[config.mk]
export PLATFORM = sky130hd
export DESIGN_NAME = sap_control_sequencer
export DESIGN_NICKNAME = d
export VERILOG_FILES = /design/src/rtl/sap_pkg.sv /design/src/rtl/sap_microcode.sv /design/src/rtl/sap_control_sequencer.sv
export SDC_FILE = /design/constraint.sdc
export NUM_CORES = 1
export LEC_CHECK = 0
export BUFFER_PORTS_ARGS = -buffer_cell sky130_fd_sc_hd__buf_4
export CAP_MARGIN = 20
export CORE_MARGIN = 1.5
export CORE_UTILIZATION = 43
export CTS_CLUSTER_DIAMETER = 80
export DETAILED_ROUTE_END_ITERATION = 7
export PLACE_DENSITY_LB_ADDON = 0.12
export REMOVE_ABC_BUFFERS = 1
export SLEW_MARGIN = 20
export SYNTH_ARGS = -nofsm -noshare
export SYNTH_HDL_FRONTEND = slang
export SYNTH_SLANG_ARGS = --single-unit
[constraint.sdc]
create_clock -name clk -period 2 [get_ports clk]
set_clock_uncertainty 0.05 [all_clocks]
set_input_delay 0.1 -clock clk [delete_from_list [all_inputs] [get_ports clk]]
set_output_delay 0.1 -clock clk [all_outputs]
set_load 0.01 [all_outputs]
[src/rtl/sap_pkg.sv]
// Shared opcodes, control-word bit positions and sequencer state encoding
// for the SAP control sequencer.
package sap_pkg;

  localparam int CTRL_W = 15;

  localparam logic [3:0] OP_LDA = 4'h0;
  localparam logic [3:0] OP_ADD = 4'h1;
  localparam logic [3:0] OP_SUB = 4'h2;
  localparam logic [3:0] OP_STA = 4'h3;
  localparam logic [3:0] OP_LDI = 4'h4;
  localparam logic [3:0] OP_JMP = 4'h5;
  localparam logic [3:0] OP_JC  = 4'h6;
  localparam logic [3:0] OP_JZ  = 4'h7;
  localparam logic [3:0] OP_NOP = 4'h8;
  localparam logic [3:0] OP_OUT = 4'hE;
  localparam logic [3:0] OP_HLT = 4'hF;

  localparam int B_CP   = 14;
  localparam int B_EP   = 13;
  localparam int B_LP   = 12;
  localparam int B_NLMA = 11;
  localparam int B_NLMD = 10;
  localparam int B_NCE  = 9;
  localparam int B_NLR  = 8;
  localparam int B_NLI  = 7;
  localparam int B_NEI  = 6;
  localparam int B_NLA  = 5;
  localparam int B_EA   = 4;
  localparam int B_SUB  = 3;
  localparam int B_EU   = 2;
  localparam int B_NLB  = 1;
  localparam int B_NLO  = 0;

  // All active-low strobes high, all active-high strobes low.
  localparam logic [CTRL_W-1:0] CTRL_INACTIVE = 15'h0FE3;

  typedef enum logic [3:0] {
    ST_IDLE,
    ST_T0, ST_T1, ST_T2, ST_T3, ST_T4, ST_T5, ST_T6, ST_T7,
    ST_HALT
  } sap_state_t;

endpackage

[src/rtl/sap_microcode.sv]
// Combinational microcode ROM: maps the current T-state and opcode to the
// control word plus end-of-instruction and enter-halt flags.
module sap_microcode
  import sap_pkg::*;
#(
  parameter int OPCODE_W = 4,
  parameter bit EXT_ISA  = 1'b1
) (
  input  sap_state_t          i_state,
  input  logic [OPCODE_W-1:0] i_opcode,
  input  logic                i_cf,
  input  logic                i_zf,
  output logic [CTRL_W-1:0]   o_ctrl,
  output logic                o_end,
  output logic                o_halt
);

  logic       w_upper_zero;
  logic [3:0] w_op;

  generate
    if (OPCODE_W > 4) begin : g_wide_op
      assign w_upper_zero = ~|i_opcode[OPCODE_W-1:4];
    end else begin : g_narrow_op
      assign w_upper_zero = 1'b1;
    end
  endgenerate

  // Anything outside the enabled instruction set collapses to a NOP.
  always_comb begin
    w_op = i_opcode[3:0];
    if (!w_upper_zero)
      w_op = OP_NOP;
    else if (!EXT_ISA && (w_op == OP_LDI || w_op == OP_JC || w_op == OP_JZ))
      w_op = OP_NOP;
  end

  always_comb begin
    o_ctrl = CTRL_INACTIVE;
    o_end  = 1'b0;
    o_halt = 1'b0;
    case (i_state)
      ST_T0: begin
        o_ctrl[B_EP]   = 1'b1;
        o_ctrl[B_NLMA] = 1'b0;
      end
      ST_T1: o_ctrl[B_CP] = 1'b1;
      ST_T2: begin
        o_ctrl[B_NCE] = 1'b0;
        o_ctrl[B_NLI] = 1'b0;
        case (w_op)
          OP_LDA, OP_ADD, OP_SUB, OP_STA, OP_LDI,
          OP_JMP, OP_JC, OP_JZ, OP_OUT, OP_HLT: o_end = 1'b0;
          default:                              o_end = 1'b1;
        endcase
      end
      ST_T3: begin
        case (w_op)
          OP_LDA, OP_ADD, OP_SUB, OP_STA: begin
            o_ctrl[B_NEI]  = 1'b0;
            o_ctrl[B_NLMA] = 1'b0;
          end
          OP_LDI: begin
            o_ctrl[B_NEI] = 1'b0;
            o_ctrl[B_NLA] = 1'b0;
            o_end         = 1'b1;
          end
          OP_JMP: begin
            o_ctrl[B_NEI] = 1'b0;
            o_ctrl[B_LP]  = 1'b1;
            o_end         = 1'b1;
          end
          OP_JC, OP_JZ: begin
            // Untaken branch leaves the word fully inactive.
            if ((w_op == OP_JC) ? i_cf : i_zf) begin
              o_ctrl[B_NEI] = 1'b0;
              o_ctrl[B_LP]  = 1'b1;
            end
            o_end = 1'b1;
          end
          OP_OUT: begin
            o_ctrl[B_EA]  = 1'b1;
            o_ctrl[B_NLO] = 1'b0;
            o_end         = 1'b1;
          end
          OP_HLT:  o_halt = 1'b1;
          default: o_end  = 1'b1;
        endcase
      end
      ST_T4: begin
        case (w_op)
          OP_LDA: begin
            o_ctrl[B_NCE] = 1'b0;
            o_ctrl[B_NLA] = 1'b0;
            o_end         = 1'b1;
          end
          OP_ADD, OP_SUB: begin
            o_ctrl[B_NCE] = 1'b0;
            o_ctrl[B_NLB] = 1'b0;
          end
          OP_STA: begin
            o_ctrl[B_EA]   = 1'b1;
            o_ctrl[B_NLMD] = 1'b0;
          end
          default: o_end = 1'b1;
        endcase
      end
      ST_T5: begin
        o_end = 1'b1;
        case (w_op)
          OP_ADD, OP_SUB: begin
            o_ctrl[B_EU]  = 1'b1;
            o_ctrl[B_SUB] = (w_op == OP_SUB);
            o_ctrl[B_NLA] = 1'b0;
          end
          OP_STA:  o_ctrl[B_NLR] = 1'b0;
          default: o_ctrl = CTRL_INACTIVE;
        endcase
      end
      ST_T6, ST_T7: o_end = 1'b1;
      default: o_end = 1'b0;
    endcase
  end

endmodule

[src/rtl/sap_control_sequencer.sv]
// T-state sequencer for the SAP CPU: state register, single-step gating,
// halt handling and status outputs around the microcode ROM.
module sap_control_sequencer
  import sap_pkg::*;
#(
  parameter int OPCODE_W = 4,
  parameter int NUM_T    = 6,
  parameter int T_W      = $clog2(NUM_T),
  parameter bit EXT_ISA  = 1'b1
) (
  input  logic                clk,
  input  logic                rst,
  input  logic [OPCODE_W-1:0] opcode,
  input  logic                cf,
  input  logic                zf,
  input  logic                step_mode,
  input  logic                step,
  output logic [CTRL_W-1:0]   ctrl,
  output logic [T_W-1:0]      t_state,
  output logic                halted
);

  sap_state_t        r_state;
  sap_state_t        w_next;
  logic [CTRL_W-1:0] w_ctrl;
  logic              w_end;
  logic              w_halt;
  logic              w_advance;
  logic              w_is_t;
  logic              w_last;
  logic [3:0]        w_t_idx;

  sap_microcode #(
    .OPCODE_W(OPCODE_W),
    .EXT_ISA (EXT_ISA)
  ) u_microcode (
    .i_state (r_state),
    .i_opcode(opcode),
    .i_cf    (cf),
    .i_zf    (zf),
    .o_ctrl  (w_ctrl),
    .o_end   (w_end),
    .o_halt  (w_halt)
  );

  assign w_advance = !step_mode || step;
  assign w_is_t    = (r_state != ST_IDLE) && (r_state != ST_HALT);
  assign w_t_idx   = w_is_t ? (4'(r_state) - 4'(ST_T0)) : 4'd0;
  // Short configurations truncate longer instructions at the last T-state.
  assign w_last    = (w_t_idx == 4'(NUM_T - 1));

  always_comb begin
    w_next = r_state;
    case (r_state)
      ST_IDLE: if (w_advance) w_next = ST_T0;
      ST_HALT: w_next = ST_HALT;
      default: begin
        if (w_advance) begin
          if (w_halt)
            w_next = ST_HALT;
          else if (w_end || w_last)
            w_next = ST_T0;
          else
            w_next = sap_state_t'(4'(r_state) + 4'd1);
        end
      end
    endcase
  end

  always_ff @(posedge clk) begin
    if (rst)
      r_state <= ST_IDLE;
    else
      r_state <= w_next;
  end

  assign ctrl    = w_ctrl;
  assign t_state = w_t_idx[T_W-1:0];
  assign halted  = (r_state == ST_HALT);

endmodule

==> impl_metrics.ini, run 1 <==
[die]
initial_utilization_pct = 47.08
die_height_um = 44.08
pin_count = 29
die_area_um2 = 1943
core_area_um2 = 1541
die_x_um = 44.08
num_rows = 14

[synth]
synth.top_cells.by_area = dfxtp_1 11%, ha_1 8.6%, nor2_1 6.2%
yosys.area.top_type_share_pct = 11.03
synthCells = 96
synth_edf_count = 0
syn_area_um2 = 725.7
ys.flop_type = dfxtp_1
synth_top_area_cell = dfxtp_1
ys_async_sr_fraction_pct = 0
ys_seq_elements = 4
synth_cell_types = 45
yosys_warnings = 0
yosysSeqAreaShare_pct = 11.03
avgSynthCellArea_um2 = 7.559

[drt]
first_pass_iters = 4
wl_um = 1944
drc_errors = 0
vias = 816
routed_via_density = 5.706
ant_nets = 0
dr.first_iter.drc_count = 10
wl_per_cell_um = 13.59

[min_path]
hold_path_class = in2reg
min_to = r_state[0]$_SDFFE_PP0P_
min_from = rst
hold_depth = 2

[setup_path]
cp_max_fo = 7
path_class = reg2out
crit_required_ps = 1850
critPathLaunchType = flip-flop
critPathBufInv = 3
slowest_delay_ps = 490
reg2reg_slack_ps = 160
r2r_cells = 7
end_kind = output pin
cpMaxStageDelayCell = or4_4
r2r_start = r_state[1]$_SDFFE_PP0P_
crit_family = simple AND/OR/NAND/NOR gates
crit_chain = inv_1 > ha_4 > buf_6 > nand3b_4 > or4_4 > nand2_1 > buf_4
cp.arrival_ps = 1750
r2r_end = r_state[1]$_SDFFE_PP0P_

[layout]
final_nets = 144
fillers = 151
regMostFlops = r_state
area_delta_synth_final_pct = 38.10
largest_reg_flops = 4
largestRegisters = r_state (4)
drive_gt1_share_pct = 42.52
n_antenna_cell = 0
final_common_cell = buf_4
layout_common_cells = 31 x buf_4, 12 x nor2_1, 9 x nand2_1

[timing]
whs_ps = 7.045
fin_crit_sh_pct = 95.22
fmax_mhz = 525.1
setup_ws_ps = 95.57
tightest_slew_ps = 397.8
fin_crit_ps = 1904
slew_headroom_pct = 73.45
slew_violations = 0
timing.final.hold_violations = 0
setup_viol = 0

[placement]
gp_congestion = 0.8473
hpwl_um = 1526
place_ws_ps = 74.94
numPortBuffers = 28

[clock_network]
clockRootBuffer = clkbuf_4
ctsLongestPathBuffers = 2
clk_latency_ps = 250
cts_tree = built
cts_sinks = 4
cts.clk_slew.worst_paths_ps = 40
ctsHoldBuffers = 0
htreeDepth = 1
numCtsBuffers = 3

[global_routing]
antenna_found_initial = 0
grt_start_max_net_pins = 11
grt_pass1_wl_um = 3394
overflow = 0
grt_pass1_vias = 774
gr-usage-all-layers_pct = 23.25

[pwr]
ir_drop_v = 0.0005786
leakagePower_nw = 0.4434
p_per_area_nw_per_um2 = 786.9

[job]
maxCapViolations = 0

[outcome]
status = finished, final reports clean
cell usage after synthesis, drive strengths merged (2+ instances only):
library cell,count
and4,2
nor2b,2
nor3,4
buf,4
nor2,13
a31oi,2
nand4,4
and2,2
and3,4
inv,4
o21ai,6
nand2,9
ha,5
a21oi,3
nor4,2
nand3,3
and2b,2
or2,2
dfxtp,4
nor3b,2
worst max-delay path by stage:
| stage | cells past startpoint | slack (ps) | to | start |
|---|---|---|---|---|
| 2_1_floorplan | 7 | 40 | r_state[1]$_SDFFE_PP0P_ | r_state[0]$_SDFFE_PP0P_ |
| 3_3_place_gp | 8 | 150 | r_state[2]$_SDFFE_PP0P_ | r_state[1]$_SDFFE_PP0P_ |
| 3_5_place_dp | 7 | 70 | r_state[1]$_SDFFE_PP0P_ | r_state[0]$_SDFFE_PP0P_ |
| 4_1_cts | 7 | 10 | ctrl[4] | r_state[0]$_SDFFE_PP0P_ |
| 5_1_grt | 7 | -0.9 | ctrl[5] | r_state[1]$_SDFFE_PP0P_ |
| 6_report | 7 | 100 | ctrl[4] | r_state[0]$_SDFFE_PP0P_ |
metal layers:
metal  global-route usage (%)  share of wire (%)  routed length, um
met5                        0                  0                  0
met4                    13.33                2.4                 46
met3                    3.265                6.8                133
met2                    38.82                 49                948
met1                    28.39                 42                817
layout make-up:
type,count,area [um^2],share of cell area (%)
multi-input cells,84,618.1,61.67
repair buffers,32,244.0,24.34
flip-flops and latches,4,82.58,8.240
clock buffers,3,22.52,2.247
well taps,16,20.02,1.998
inverters,4,15.01,1.498
through the flow:
step | TNS [ps] | instance area (um^2) | utilization, % | total power, mW | cells
finish | 0 | 1002 | 65.02 | 0.7887 | 143
global route | -0.8565 | 1002 | 65.02 | 0.8545 | 143
CTS | 0 | 975.9 | 63.31 | 0.7648 | 143
detailed placement | 0 | 950.9 | 61.69 | 0.6525 | 140
global placement | 0 | 950.9 | 61.69 | 0.6419 | 140
floorplan | 0 | 690.7 | - | 0.4561 | 92
where the power goes:
| part | switching, mW | internal [mW] | leakage (nW) | total, mW |
|---|---|---|---|---|
| combinational | 0.276 | 0.258 | 0.396 | 0.534 |
| sequential | 0.0459 | 0.0998 | 0.0336 | 0.146 |
| clock | 0.0415 | 0.0677 | 0.0138 | 0.109 |
worst reg2reg max path, cell delays in order, from the launching register on:
cell and delay (ps):
dfxtp_2 380, inv_2 80, ha_1 210, mux2i_2 220
a21o_2 200, nand4_4 120, and3_1 220, a32o_1 250
logic make-up after synthesis:
kind of cell	share of synthesized area, %
and+or+nand+nor	45.86
muxes	3.448
xor gates and xnor gates	2.414
adders and majority gates	8.621
AOI/OAI and AO/OA	21.73
buffers and inverters	6.895
DFF	11.03
timing repair:
action / in CTS / in global routing
setup buffers: 0 / 0
resized for setup: 3 / 5
endpoints found under the setup margin: 2 / 4
pin swaps: 0 / 1
(Power assumes the default switching activity.)
==> run 2, diff against run 1 <==
- BUFFER_PORTS_ARGS: -buffer_cell sky130_fd_sc_hd__buf_4 -> -buffer_cell sky130_fd_sc_hd__clkbuf_2
==> run 2 against run 1 <==
Against the previous run: worst hold slack better by 72 ps; flip-flop and latch count did not move; sequential share of layout area up 0.46 points; critical path type unchanged; clock power fell by 11%; clock-buffer cell count did not move; worst setup slack gained 16 ps; maximum frequency grew 0.83%; die area unchanged; utilization down 5.3 points; total power shrank 7.8%; register-to-register slack got worse by 20 ps.
==> impl_metrics.ini, run 2 (synthesis results as in run 1) <==
[clock_network]
htreeDepth = 1
post_cts_buffers = 0
ctsLongestPathBuffers = 2
numCtsBuffers = 3
cts.clk_slew.worst_paths_ps = 30
clk_latency_ps = 230
cts_tree = built
cts_sinks = 4
clockRootBuffer = clkbuf_4

[job]
maxCapViolations = 0

[layout]
largest_reg_flops = 4
largestRegisters = r_state (4)
final_nets = 146
seq_area_um2 = 80.08
layout_common_cells = 28 x clkbuf_2, 12 x nor2_1, 9 x nand2_1, 6 x buf_4
n_antenna_cell = 0
drive_gt1_share_pct = 39.53
area_delta_synth_final_pct = 26.90
fillers = 150
regMostFlops = r_state
final_common_cell = clkbuf_2
multi_input_area_um2 = 598.1

[drt]
wl_um = 1866
dr.first_iter.drc_count = 21
wl_per_cell_um = 12.87
routed_via_density = 5.779
first_pass_iters = 4
ant_nets = 0
drc_errors = 0
vias = 838

[pwr]
p_seq_share_pct = 18.8
p_per_area_nw_per_um2 = 790.0
power_frac_comb_pct = 67.8
power_frac_clock_pct = 13.4
leakagePower_nw = 0.4287
ir_drop_v = 0.0004988
sw_frac_of_total_pct = 47.21
fin_total_pwr_mw = 0.7275
p_switching_mw = 0.3435
intPower_mw = 0.3840

[setup_path]
critPathLaunchType = flip-flop
r2r_start = r_state[1]$_SDFFE_PP0P_
cp_max_fo = 6
cp.arrival_ps = 1740
crit_chain = inv_1 > ha_2 > nand3b_4 > or4_1 > nand2_1 > clkbuf_2
crit_family = simple AND/OR/NAND/NOR gates
critPathBufInv = 2
slowest_delay_ps = 500
path_class = reg2out
crit_required_ps = 1850
end_kind = output pin
cpMaxStageDelayCell = or4_1
startpoint = r_state[1]$_SDFFE_PP0P_

[global_routing]
antenna_found_initial = 0
use_met2_pct = 34.41
grt_pass1_wl_um = 2877
grt_busiest_layer = met2
use_met1_pct = 23.19
grt_start_max_net_pins = 12
grt_pass1_vias = 684
grt.met3_usage_pct = 5.714
gr-usage-all-layers_pct = 19.65
overflow = 0

[die]
pin_count = 29
initial_utilization_pct = 47.08
core_area_um2 = 1541
die_x_um = 44.08
die_height_um = 44.08
die_area_um2 = 1943
num_rows = 14

[timing]
tightest_slew_ps = 409.0
slew_violations = 0
fin_crit_sh_pct = 94.43
timing.final.hold_violations = 0
whs_ps = 79.18
setup_tns_ps = 0
slew_headroom_pct = 72.69
fmax_mhz = 529.5
rsz0062_at_grt = false
setup_viol = 0
fin_crit_ps = 1889

[min_path]
hold_path_class = in2reg
min_from = rst

[outcome]
status = finished, final reports clean

[placement]
numPortBuffers = 28
gp_congestion = 0.8719
hpwl_um = 1462
run 2: metal layers:
metal	wire, um	share of wire, %
met5	0	0
met3	136	7.3
met1	819	44
met2	905	48
met4	4	0.21
run 2: power groups by stage:
stage | clock network, mW | registers (mW) | logic (mW)
after global routing | 0.108 | 0.141 | 0.536
after CTS | 0.0999 | 0.137 | 0.487
final | 0.0974 | 0.137 | 0.493
after detailed placement | 0 | 0.138 | 0.483
after global placement | 0 | 0.137 | 0.481
after floorplan | 0 | 0.135 | 0.321
run 2: area by class of cell:
cell class              instances  area share (%)
clock buffers                   3           2.446
inverters                       4           1.630
multi-input cells              84           64.95
flip-flops and latches          4           8.696
well taps                      16           2.174
repair buffers                 34           20.11
run 2: path summary, 6_finish.rpt:
| kind | to | slack [ps] | cells after the start |
|---|---|---|---|
| worst min-delay path | r_state[0]$_SDFFE_PP0P_ | 80 | 2 |
| worst max register to register | r_state[1]$_SDFFE_PP0P_ | 140 | 7 |
| worst max-delay path | ctrl[4] | 110 | 6 |
| worst min register to register | r_state[0]$_SDFFE_PP0P_ | 470 | 1 |
run 2: repair_timing:
action                                  4_1_cts  5_1_grt
gates resized for setup                       0        1
endpoints found under the hold margin         0        0
endpoints found under the setup margin        0        1
hold buffers                                  0        0
run 2: per-stage QoR:
step	instance area (um^2)	instances	utilization (%)	setup WS, ps
2_1_floorplan	690.7	92	-	44.63
3_3_place_gp	895.9	142	58.12	172.6
3_5_place_dp	895.9	142	58.12	116.2
4_1_cts	918.4	145	59.58	66.17
5_1_grt	920.9	145	59.74	18.37
6_report	920.9	145	59.74	111.3
==> run 3, diff against run 2 <==
- CORE_UTILIZATION: 43 -> 45
- CTS_BUF_LIST: unset -> sky130_fd_sc_hd__clkbuf_8
==> run 3 against run 2 <==
Against the previous run: critical path depth stayed put; register-to-register slack better by 70 ps; sequential power is 4% lower; total power is 13% higher; largest cell class unchanged.
==> impl_metrics.ini, run 3 (synthesis results as in run 1) <==
[die]
die_area_um2 = 1862
die_height_um = 43.16
num_rows = 14
pin_count = 29
core_area_um2 = 1506
die_x_um = 43.16
initial_utilization_pct = 48.17

[setup_path]
crit_family = simple AND/OR/NAND/NOR gates
cp_max_fo = 6
path_class = reg2out
end_kind = output pin
r2r_end = r_state[1]$_SDFFE_PP0P_
cp.arrival_ps = 1740
slowest_delay_ps = 500
cpMaxStageDelayCell = or4_1
reg2reg_slack_ps = 210
critPathBufInv = 2
crit_chain = inv_1 > ha_2 > nand3b_4 > or4_1 > nand2_1 > clkbuf_2
r2r_start = r_state[1]$_SDFFE_PP0P_
critPathLaunchType = flip-flop
crit_required_ps = 1850
r2r_cells = 7

[clock_network]
cts_sinks = 4
post_cts_buffers = 0
ctsLongestPathBuffers = 2
cts.clk_slew.worst_paths_ps = 30
ctsHoldBuffers = 0
numCtsBuffers = 3
htreeDepth = 1
cts_tree = built
clockRootBuffer = clkbuf_8
clk_latency_ps = 220

[drt]
dr.first_iter.drc_count = 13
wl_um = 1969
dr_wl_met3_um = 158
vias = 830
first_pass_iters = 4
wl_met1_um = 810
routed_via_density = 5.685
drc_errors = 0
ant_nets = 0
route.met2.wl_um = 956
routed.top_layer = met4
wl_per_cell_um = 13.49

[global_routing]
grt_start_max_net_pins = 11
overflow = 0
grt_pass1_vias = 759
antenna_found_initial = 0
gr-usage-all-layers_pct = 23.57
grt_pass1_wl_um = 3236

[layout]
n_antenna_cell = 0
fillers = 145
design_area_um2 = 948.4
final_nets = 147
regMostFlops = r_state
largestRegisters = r_state (4)
drive_gt1_share_pct = 40.77
area_delta_synth_final_pct = 30.69
final_common_cell = clkbuf_2
largest_reg_flops = 4
final_util_pct = 62.96
layout_common_cells = 28 x clkbuf_2, 12 x nor2_1, 9 x nand2_1, 7 x buf_4

[timing]
slew_headroom_pct = 76.54
fin_crit_sh_pct = 94.33
setup_ws_ps = 113.3
rsz0062_at_grt = false
whs_ps = 95.77
fin_crit_ps = 1887
timing.final.hold_violations = 0
setup_tns_ps = 0
slew_violations = 0
tightest_slew_ps = 351.8
fmax_mhz = 530.0
setup_viol = 0

[placement]
gp_congestion = 0.8376
postPlaceCellArea_um2 = 903.4
hpwl_um = 1568
numPortBuffers = 28
place_ws_ps = 102.8

[min_path]
min_from = rst
min_to = r_state[0]$_SDFFE_PP0P_
hold_depth = 2
hold_path_class = in2reg

[outcome]
status = finished, final reports clean

[pwr]
leakagePower_nw = 0.4423
p_per_area_nw_per_um2 = 865.3
ir_drop_v = 0.0005455

[job]
maxCapViolations = 0
[run 3: changes by cell type in the layout (fill, tap and decap cells not counted), sizes merged]
cell | before | now
buf | 6 | 7
[run 3: worst register-to-register path, cell delays in order, from the launching register on]
cell and delay (ps):
dfxtp_2 360, inv_1 90, ha_1 220, mux2i_2 210
a21o_2 190, nand4_4 110, and3_1 200, a32o_1 240
[run 3: final cells by class]
cell class | count | area (um^2) | area share, %
multi-input combinational | 84 | 598.1 | 63.06
timing repair buffer | 35 | 192.7 | 20.32
sequential | 4 | 81.33 | 8.575
clock buffer | 3 | 41.29 | 4.354
tap | 16 | 20.02 | 2.111
inverter | 4 | 15.01 | 1.583
[run 3: metrics by stage]
| step | cells | total power [mW] |
|---|---|---|
| floorplan | 92 | 0.4561 |
| global route | 146 | 0.8828 |
| CTS | 146 | 0.8202 |
| global placement | 143 | 0.6306 |
| finish | 146 | 0.8207 |
| detailed placement | 143 | 0.6355 |
[run 3: repair_timing]
| action | 4_1_cts | 5_1_grt |
|---|---|---|
| setup endpoints to repair | 0 | 4 |
| hold endpoints to repair | 0 | 0 |
| resized for setup | 0 | 2 |
[run 3: worst max-delay path by stage]
stage                            startpoint                       to  slack, ps  cells after the start
floorplan           r_state[0]$_SDFFE_PP0P_  r_state[1]$_SDFFE_PP0P_         40                      7
global placement    r_state[1]$_SDFFE_PP0P_  r_state[1]$_SDFFE_PP0P_        160                      7
detailed placement  r_state[1]$_SDFFE_PP0P_  r_state[1]$_SDFFE_PP0P_        100                      7
CTS                 r_state[1]$_SDFFE_PP0P_                  ctrl[4]         30                      6
global route        r_state[1]$_SDFFE_PP0P_                  ctrl[4]         30                      6
finish              r_state[1]$_SDFFE_PP0P_                  ctrl[4]        110                      6
[run 3: layer usage]
layer / track usage (%) / vias up
met5: 0 / -
met1: 24.94 / 356
li1: - / 423
met3: 6.809 / 6
met2: 40.00 / 45
met4: 15.15 / 0
[run 3: where the power goes]
part	switching, mW	internal (mW)	total [mW]
sequential	0.0330	0.0991	0.132
combinational	0.283	0.227	0.510
clock	0.0497	0.129	0.179
